`src/rtl/imem_ctrl_pkg.sv`:
```
// Shared types and sizing for the instruction-memory load controller.
// The state encoding and default memory geometry live here so the bench and RTL agree.
package imem_ctrl_pkg;

    localparam int IMEM_DEPTH = 32;
    localparam int IMEM_AW    = $clog2(IMEM_DEPTH);

    typedef enum logic [2:0] {
        IDLE,
        LOAD,
        DRAIN,
        RUN,
        ERR
    } state_e;

endpackage : imem_ctrl_pkg

```
`src/rtl/imem_fetch_guard.sv`:
```
// Flags CPU fetch addresses that are misaligned or fall past the end of the
// instruction memory. Purely combinational.
module imem_fetch_guard
    import imem_ctrl_pkg::*;
#(
    parameter int DEPTH = IMEM_DEPTH
) (
    input  logic [31:0] pc_i,
    output logic        illegal_o
);

    // Memory spans DEPTH words of 4 bytes each; any byte address at or above this is out of range.
    localparam logic [31:0] BYTE_LIMIT = 32'(DEPTH * 4);

    assign illegal_o = (pc_i[1:0] != 2'b00) || (pc_i >= BYTE_LIMIT);

endmodule : imem_fetch_guard

```
`src/rtl/imem_load_controller.sv`:
```
// Boot-load / run sequencer for the MIPS instruction memory: streams loader words
// into the write port, then hands the PC through to the read port and releases the CPU.
module imem_load_controller
    import imem_ctrl_pkg::*;
#(
    parameter int DEPTH = IMEM_DEPTH,
    parameter int AW    = $clog2(DEPTH)
) (
    input  logic          clk,
    input  logic          rst_n,
    input  logic          load_start,
    input  logic          run_req,
    input  logic          s_valid,
    output logic          s_ready,
    input  logic [31:0]   s_data,
    input  logic          s_last,
    input  logic [31:0]   pc,
    output logic [31:0]   mem_ra,
    output logic          mem_we,
    output logic [AW-1:0] mem_wa,
    output logic [31:0]   mem_wd,
    output logic          cpu_run,
    output logic          load_busy,
    output logic          load_err,
    output logic          fetch_err,
    output logic [AW:0]   word_cnt
);

    localparam logic [AW:0] LAST_IDX = (AW + 1)'(DEPTH - 1);
    localparam logic [AW:0] FULL_CNT = (AW + 1)'(DEPTH);

    state_e        state_q, state_d;
    logic [AW:0]   word_cnt_q, word_cnt_d;
    logic          load_err_q, load_err_d;
    logic          fetch_err_q, fetch_err_d;
    logic          mem_we_q, mem_we_d;
    logic [AW-1:0] mem_wa_q, mem_wa_d;
    logic [31:0]   mem_wd_q, mem_wd_d;

    logic hs;
    logic start_load;
    logic overflow;
    logic illegal_pc;

    imem_fetch_guard #(
        .DEPTH (DEPTH)
    ) u_fetch_guard (
        .pc_i      (pc),
        .illegal_o (illegal_pc)
    );

    // A new load may begin from any state except while one is already in flight.
    assign start_load = load_start && (state_q inside {IDLE, RUN, ERR});
    assign hs         = s_valid && s_ready;
    assign overflow   = hs && !s_last && (word_cnt_q == LAST_IDX);

    // State register
    // NOTE: sequential state uses non-blocking (<=) so every flop samples pre-edge values.
    always_ff @(posedge clk or negedge rst_n) begin
        if (!rst_n) begin
            state_q <= IDLE;
        end else begin
            state_q <= state_d;
        end
    end

    // Next-state logic
    // NOTE: every comb output gets a default first so no path can infer a latch.
    always_comb begin
        state_d = state_q;
        unique case (state_q)
            IDLE: begin
                if (load_start) begin
                    state_d = LOAD;
                end else if (run_req) begin
                    state_d = RUN;
                end
            end
            LOAD: begin
                if (hs && s_last) begin
                    state_d = DRAIN;
                end else if (overflow) begin
                    state_d = ERR;
                end
            end
            DRAIN: state_d = RUN;
            RUN: begin
                if (load_start) begin
                    state_d = LOAD;
                end
            end
            ERR: begin
                if (load_start) begin
                    state_d = LOAD;
                end
            end
            default: state_d = IDLE;
        endcase
    end

    // State-decoded outputs
    always_comb begin
        s_ready   = (state_q == LOAD);
        cpu_run   = (state_q == RUN);
        load_busy = (state_q == LOAD) || (state_q == DRAIN);
        mem_ra    = (state_q == RUN) ? pc : 32'd0;
    end

    // Write port, word counter and sticky flags
    always_comb begin
        word_cnt_d  = word_cnt_q;
        load_err_d  = load_err_q;
        fetch_err_d = fetch_err_q;
        mem_we_d    = hs;
        mem_wa_d    = mem_wa_q;
        mem_wd_d    = mem_wd_q;

        if (start_load) begin
            word_cnt_d  = '0;
            load_err_d  = 1'b0;
            fetch_err_d = 1'b0;
        end

        if (hs) begin
            mem_wa_d = word_cnt_q[AW-1:0];
            mem_wd_d = s_data;
            if (word_cnt_q != FULL_CNT) begin
                word_cnt_d = word_cnt_q + 1'b1;
            end
        end

        if (overflow) begin
            load_err_d = 1'b1;
        end

        // A load request in the same cycle wins, so the fresh load starts with a clean flag.
        if ((state_q == RUN) && illegal_pc && !start_load) begin
            fetch_err_d = 1'b1;
        end
    end

    always_ff @(posedge clk or negedge rst_n) begin
        if (!rst_n) begin
            word_cnt_q  <= '0;
            load_err_q  <= 1'b0;
            fetch_err_q <= 1'b0;
            mem_we_q    <= 1'b0;
            mem_wa_q    <= '0;
            mem_wd_q    <= '0;
        end else begin
            word_cnt_q  <= word_cnt_d;
            load_err_q  <= load_err_d;
            fetch_err_q <= fetch_err_d;
            mem_we_q    <= mem_we_d;
            mem_wa_q    <= mem_wa_d;
            mem_wd_q    <= mem_wd_d;
        end
    end

    assign word_cnt  = word_cnt_q;
    assign load_err  = load_err_q;
    assign fetch_err = fetch_err_q;
    assign mem_we    = mem_we_q;
    assign mem_wa    = mem_wa_q;
    assign mem_wd    = mem_wd_q;

endmodule : imem_load_controller

```
`config.mk`:
```
export PLATFORM = sky130hd
export DESIGN_NAME = imem_load_controller
export DESIGN_NICKNAME = d
export VERILOG_FILES = /design/src/rtl/imem_ctrl_pkg.sv /design/src/rtl/imem_fetch_guard.sv /design/src/rtl/imem_load_controller.sv
export SDC_FILE = /design/constraint.sdc
export NUM_CORES = 1
export LEC_CHECK = 0
export CAP_MARGIN = 20
export CORE_UTILIZATION = 40
export DETAILED_ROUTE_END_ITERATION = 16
export PLACE_DENSITY = 0.95
export SYNTH_ARGS = -nofsm -noshare
export SYNTH_HDL_FRONTEND = slang
export SYNTH_SLANG_ARGS = --single-unit
```
`constraint.sdc`:
```
create_clock -name clk -period 3.21 [get_ports clk]
set_clock_uncertainty 0.2 [all_clocks]
set_input_delay 0.4815 -clock clk [delete_from_list [all_inputs] [get_ports clk]]
set_output_delay 0.4815 -clock clk [all_outputs]
set_load 0.03 [all_outputs]
```
---- Word level (Yosys, flattened, before mapping) ----
Cells that the tools add are included.
operators by class
  add/subtract/negate cells ............... 1
  reduce and logical (&&, ||, !) cells .... 18
  $lt $le $gt $ge ......................... 1
  equal/unequal tests ..................... 9
  multiplexer cells ....................... 13
operators with widths
  cell                 number
  $ge 32x8->1 const B  1
  $mux 32              1
  $mux 6               3
  $mux 3               5
  $pmux 3 s4           1
  $logic_and 1x1->1    7
  $add 6x1->6 const B  1
  $eq 3x2->1 const B   2
  $eq 6x5->1 const B   1
  $ne 6x6->1 const B   1
  $reduce_bool 2->1    3
  $eq 3x1->1 const B   1
  $eq 3x3->1 const B   1
  $logic_not 3->1      1
  $mux 1               3
  $ne 3x1->1 const B   1
  $ne 3x3->1 const B   1
  $reduce_and 3->1     1
  $reduce_bool 3->1    1
  $logic_not 1->1      2
  $logic_or 1x1->1     2
  $ne 2x1->1 const B   1
  $reduce_or 2->1      1
word-level totals
  bits of input ports ..................... 70
  flip-flop bits (word level) ............. 49

---- Longest topological paths before layout ----
  depth in word-level cells ............... 7
  depth in mapped cells ................... 9

---- By module ----
Synthesis repeated with hierarchy kept, for this count alone.
unflattened totals
  cell total of the unflattened synthesis .. 195
  area, all modules ....................... 2297.2 sq um
by module, submodules not included
  module                area each (sq um)  cells each  times used  seq. area each (sq um)
  imem_load_controller  2239.6             186         1           1226.2
  imem_fetch_guard      57.6               9           1           0.0

---- Worst setup path after synthesis ----
Ideal clock, no wire load.
  kind .................................... register -> output
  start ................................... register state_q[2]
  end ..................................... output port mem_ra[22]
  data required time ...................... 2.528 ns
  arrival ................................. 1.419 ns
  cell stages (with the launch flop) ...... 6
  buffers on the path ..................... 3
  slack ................................... 1.110 ns
  cells stage by stage .................... dfrtp_1 > buf_6 > and3b_1 > clkbuf_2 > buf_2 > and2_1
between the ends
  cells in the longest elaborated chain, start to end .. 2
RTL lines
  element                 line                         RTL
  from (decl)             imem_load_controller.sv:32   state_e state_q, state_d;
  from (signal assigned)  imem_load_controller.sv:63   state_q <= state_d;
  $eq 3x2->1              n/a
  via cpu_run             imem_load_controller.sv:22   output logic cpu_run,
  $mux 32                 imem_load_controller.sv:106  mem_ra = (state_q == RUN) ? pc : 32'd0;
  to (decl)               imem_load_controller.sv:18   output logic [31:0] mem_ra,
The timed path passes the listed nets, and every way through them passes these cells.

---- Final worst setup path ----
  start ................................... register state_q[1]
  end ..................................... output port mem_ra[17]
between the ends
  cells in the longest elaborated chain, start to end .. 2
RTL lines
  element     line
  $eq 3x2->1  imem_load_controller.sv:106
  $mux 32     imem_load_controller.sv:106
Every way passes these cells.

==> flow_summary.json <==
{
  "fin_crit_sh": 0.888,
  "io_buffer_count": 150,
  "cts_tree": "done",
  "slew_violations": 0,
  "hpwlAfterDp_um": 4890,
  "antenna_cells": 0,
  "finalNonFillerCells": 418,
  "p_leak_nw": 1.65,
  "p_int_mw": 2.20,
  "power_frac_clock": 0.114,
  "vdd_drop_max_mv": 0.560,
  "area.growth.synth_to_final_pct": 68.6,
  "switching_power_mw": 1.65,
  "drt-vias-per-instance": 5.00,
  "cts_sinks": 49,
  "required_ns": 2.53,
  "place_inst": 408,
  "ys_ff_latch": 49,
  "outcome": "completed",
  "worst_pin_slew_ns": 0.383,
  "routed_wl_um": 6250,
  "layout_commonest_cell": "clkdlybuf4s50_1",
  "period_needed_ns": 2.85,
  "cts_max_level": 2,
  "cts.reportedPaths.clkPinSlew_ns": 0.09,
  "power_density_nw_per_um2": 953,
  "hold_class": "reg -> reg",
  "grt_max_degree": 50,
  "drc": 0,
  "setup_violations": 0,
  "post-cts-setup-buffers": 0,
  "power.share.switching": 0.429,
  "layout_common_cells": "149 x clkdlybuf4s50_1, 49 x dfrtp_1, 38 x mux2_2, 32 x and2_1, 8 x nor4_1",
  "cp.arrival_ns": 2.17,
  "maxCapViolCount": 0,
  "start_util": 0.425,
  "rsz0062_at_grt": "false",
  "wire_per_inst_um": 15.0,
  "die_y_um": 79.4,
  "num_vias": 2092,
  "stdcell_area_um2": 4040,
  "drive_above_1_share": 0.162,
  "slew_headroom": 0.741,
  "antenna_found_initial": 0,
  "synthCells": 197,
  "gp_congestion": 0.849,
  "grt_pass1_wl_um": 9750,
  "synth_area_um2": 2400,
  "syn_area_per_cell_um2": 12.2,
  "final_antenna_net_count": 0,
  "crit_chain": "and3b_1 -> buf_4 -> and2_1 -> clkdlybuf4s50_1",
  "rows": 27,
  "crit_fanout": 36,
  "ys_warn_count": 0,
  "nets": 417,
  "fp.coreArea_um2": 5640,
  "grt_overflow": 0,
  "dr.pass1.iters": 4,
  "finalSetupTns_ns": 0,
  "cts_made_buffers": 5,
  "p_comb_frac": 0.612,
  "grt_pass1_vias": 2105,
  "post_dp_cell_area_um2": 3900,
  "cts_max_path_buffers": 2,
  "synth_seq_area_share": 0.512,
  "track_usage": 0.200,
  "die_area_um2": 6300,
  "drtIter0Drc": 98,
  "cp-end-kind": "output port",
  "clk_latency_ns": 0.30,
  "root_buffer": "clkbuf_8",
  "path_class": "reg -> out",
  "io_pins": 151,
  "ys_types": 40,
  "seqPwrFrac": 0.274,
  "fmax_mhz": 351,
  "hold_violations": 0,
  "syn-num-nets": 269,
  "crit_slowest_cell": "clkdlybuf4s50_1",
  "max_stage_delay_ns": 0.67,
  "startpoint_type": "flop",
  "chipWidth_um": 79.4
}
==> registers in the layout, summed over array words and instances, names as in the netlist <==
signal / count
mem_wd: 32
word_cnt: 6
mem_wa: 5
state_q: 3
fetch_err: 1
load_err: 1
mem_we: 1
==> path summary, 6_finish.rpt <==
check                           cells after the start        from         end  slack (ns)
worst max register to register                      5  state_q[2]   mem_wa[2]        1.34
max in group asynchronous                           3       rst_n  state_q[2]        1.95
worst min register to register                      1  mem_wd[22]  mem_wd[22]        0.31
min in group asynchronous                           2       rst_n  mem_wd[26]        0.37
worst max-delay path                                4  state_q[1]  mem_ra[17]        0.36
worst min-delay path                                1  mem_wd[22]  mem_wd[22]        0.31
==> logic make-up after synthesis <==
| group | count (synthesis) | share of synthesized area |
|---|---|---|
| and+or+nand+nor | 71 | 0.182 |
| xor gates and xnor gates | 3 | 0.0110 |
| buffers and inverters | 17 | 0.0496 |
| muxes | 39 | 0.183 |
| adders and majority gates | 2 | 0.0104 |
| AOI/OAI and AO/OA | 16 | 0.0527 |
| DFF | 49 | 0.512 |
==> power groups by stage <==
stage | Sequential [mW] | Combinational, mW | Clock (mW)
2_1_floorplan | 1.51 | 0.978 | 0
3_3_place_gp | 1.04 | 2.33 | 0
3_5_place_dp | 1.07 | 2.37 | 0
4_1_cts | 1.06 | 2.38 | 0.449
5_1_grt | 1.10 | 2.47 | 0.477
6_report | 1.05 | 2.36 | 0.438
==> repair_timing <==
action,in CTS,in global routing
hold endpoints to repair,0,9
hold buffers,0,1
gates resized for setup,0,0
==> critical path: cells and delay by family (launching register included) <==
kind	cells	cell delay (ns)
buffers and inverters	2	0.93
AND/OR/NAND/NOR	2	0.40
flip-flops	1	0.55
==> Yosys cell counts <==
cell type	n	area share
a21oi_1	1	0.0021
a31oi_1	1	0.0026
and2_1	32	0.084
and3_1	2	0.0052
and3b_1	1	0.0037
buf_2	4	0.0084
buf_6	4	0.019
buf_8	1	0.0063
clkbuf_1	2	0.0031
clkbuf_2	1	0.0021
dfrtp_1	49	0.51
ha_1	2	0.010
inv_1	4	0.0063
inv_8	1	0.0047
mux2_2	38	0.18
mux2i_1	1	0.0042
nand2_1	7	0.011
nand2_2	1	0.0026
nand2_4	1	0.0047
nand2b_1	1	0.0026
nand2b_4	1	0.0057
nand3_1	3	0.0063
nand3b_1	1	0.0031
nand4_1	3	0.0078
nor2_1	7	0.011
nor2_8	1	0.0084
nor2b_1	1	0.0026
nor4_1	8	0.021
o211ai_2	1	0.0052
o21a_1	1	0.0031
o21ai_1	2	0.0042
o21ai_2	1	0.0037
o221a_2	1	0.0047
o221ai_1	2	0.0073
o22a_1	1	0.0037
o31ai_1	4	0.013
o41ai_1	1	0.0037
or3_1	1	0.0026
xnor2_1	1	0.0037
xor2_1	2	0.0073
==> stage by stage <==
stage	setup WS, ns	power (mW)	hold WS, ns	utilization
floorplan	1.11	2.49	-0.0141	-
global placement	0.703	3.37	0.288	0.691
detailed placement	0.658	3.44	0.294	0.691
CTS	0.327	3.89	0.210	0.711
global route	0.222	4.04	0.335	0.716
finish	0.359	3.85	0.311	0.716
==> per-layer routing <==
| metal | global-route usage | share of wire | vias to the layer above |
|---|---|---|---|
| met4 | 0.0527 | 0.013 | 0 |
| met1 | 0.205 | 0.36 | 1003 |
| met5 | 0 | 0 | - |
| met3 | 0.0583 | 0.082 | 11 |
| li1 | - | - | 988 |
| met2 | 0.391 | 0.55 | 90 |
==> cell type report <==
cell class | count | area (um2)
clock buffers | 6 | 72.6
fillers | 393 | 1600
repair buffers | 153 | 1530
well taps | 72 | 90.1
inverters | 5 | 26.3
clock inverters | 2 | 38.8
flip-flops and latches | 49 | 1230
multi-input cells | 131 | 1050
Power figures use the tool's default switching activity.
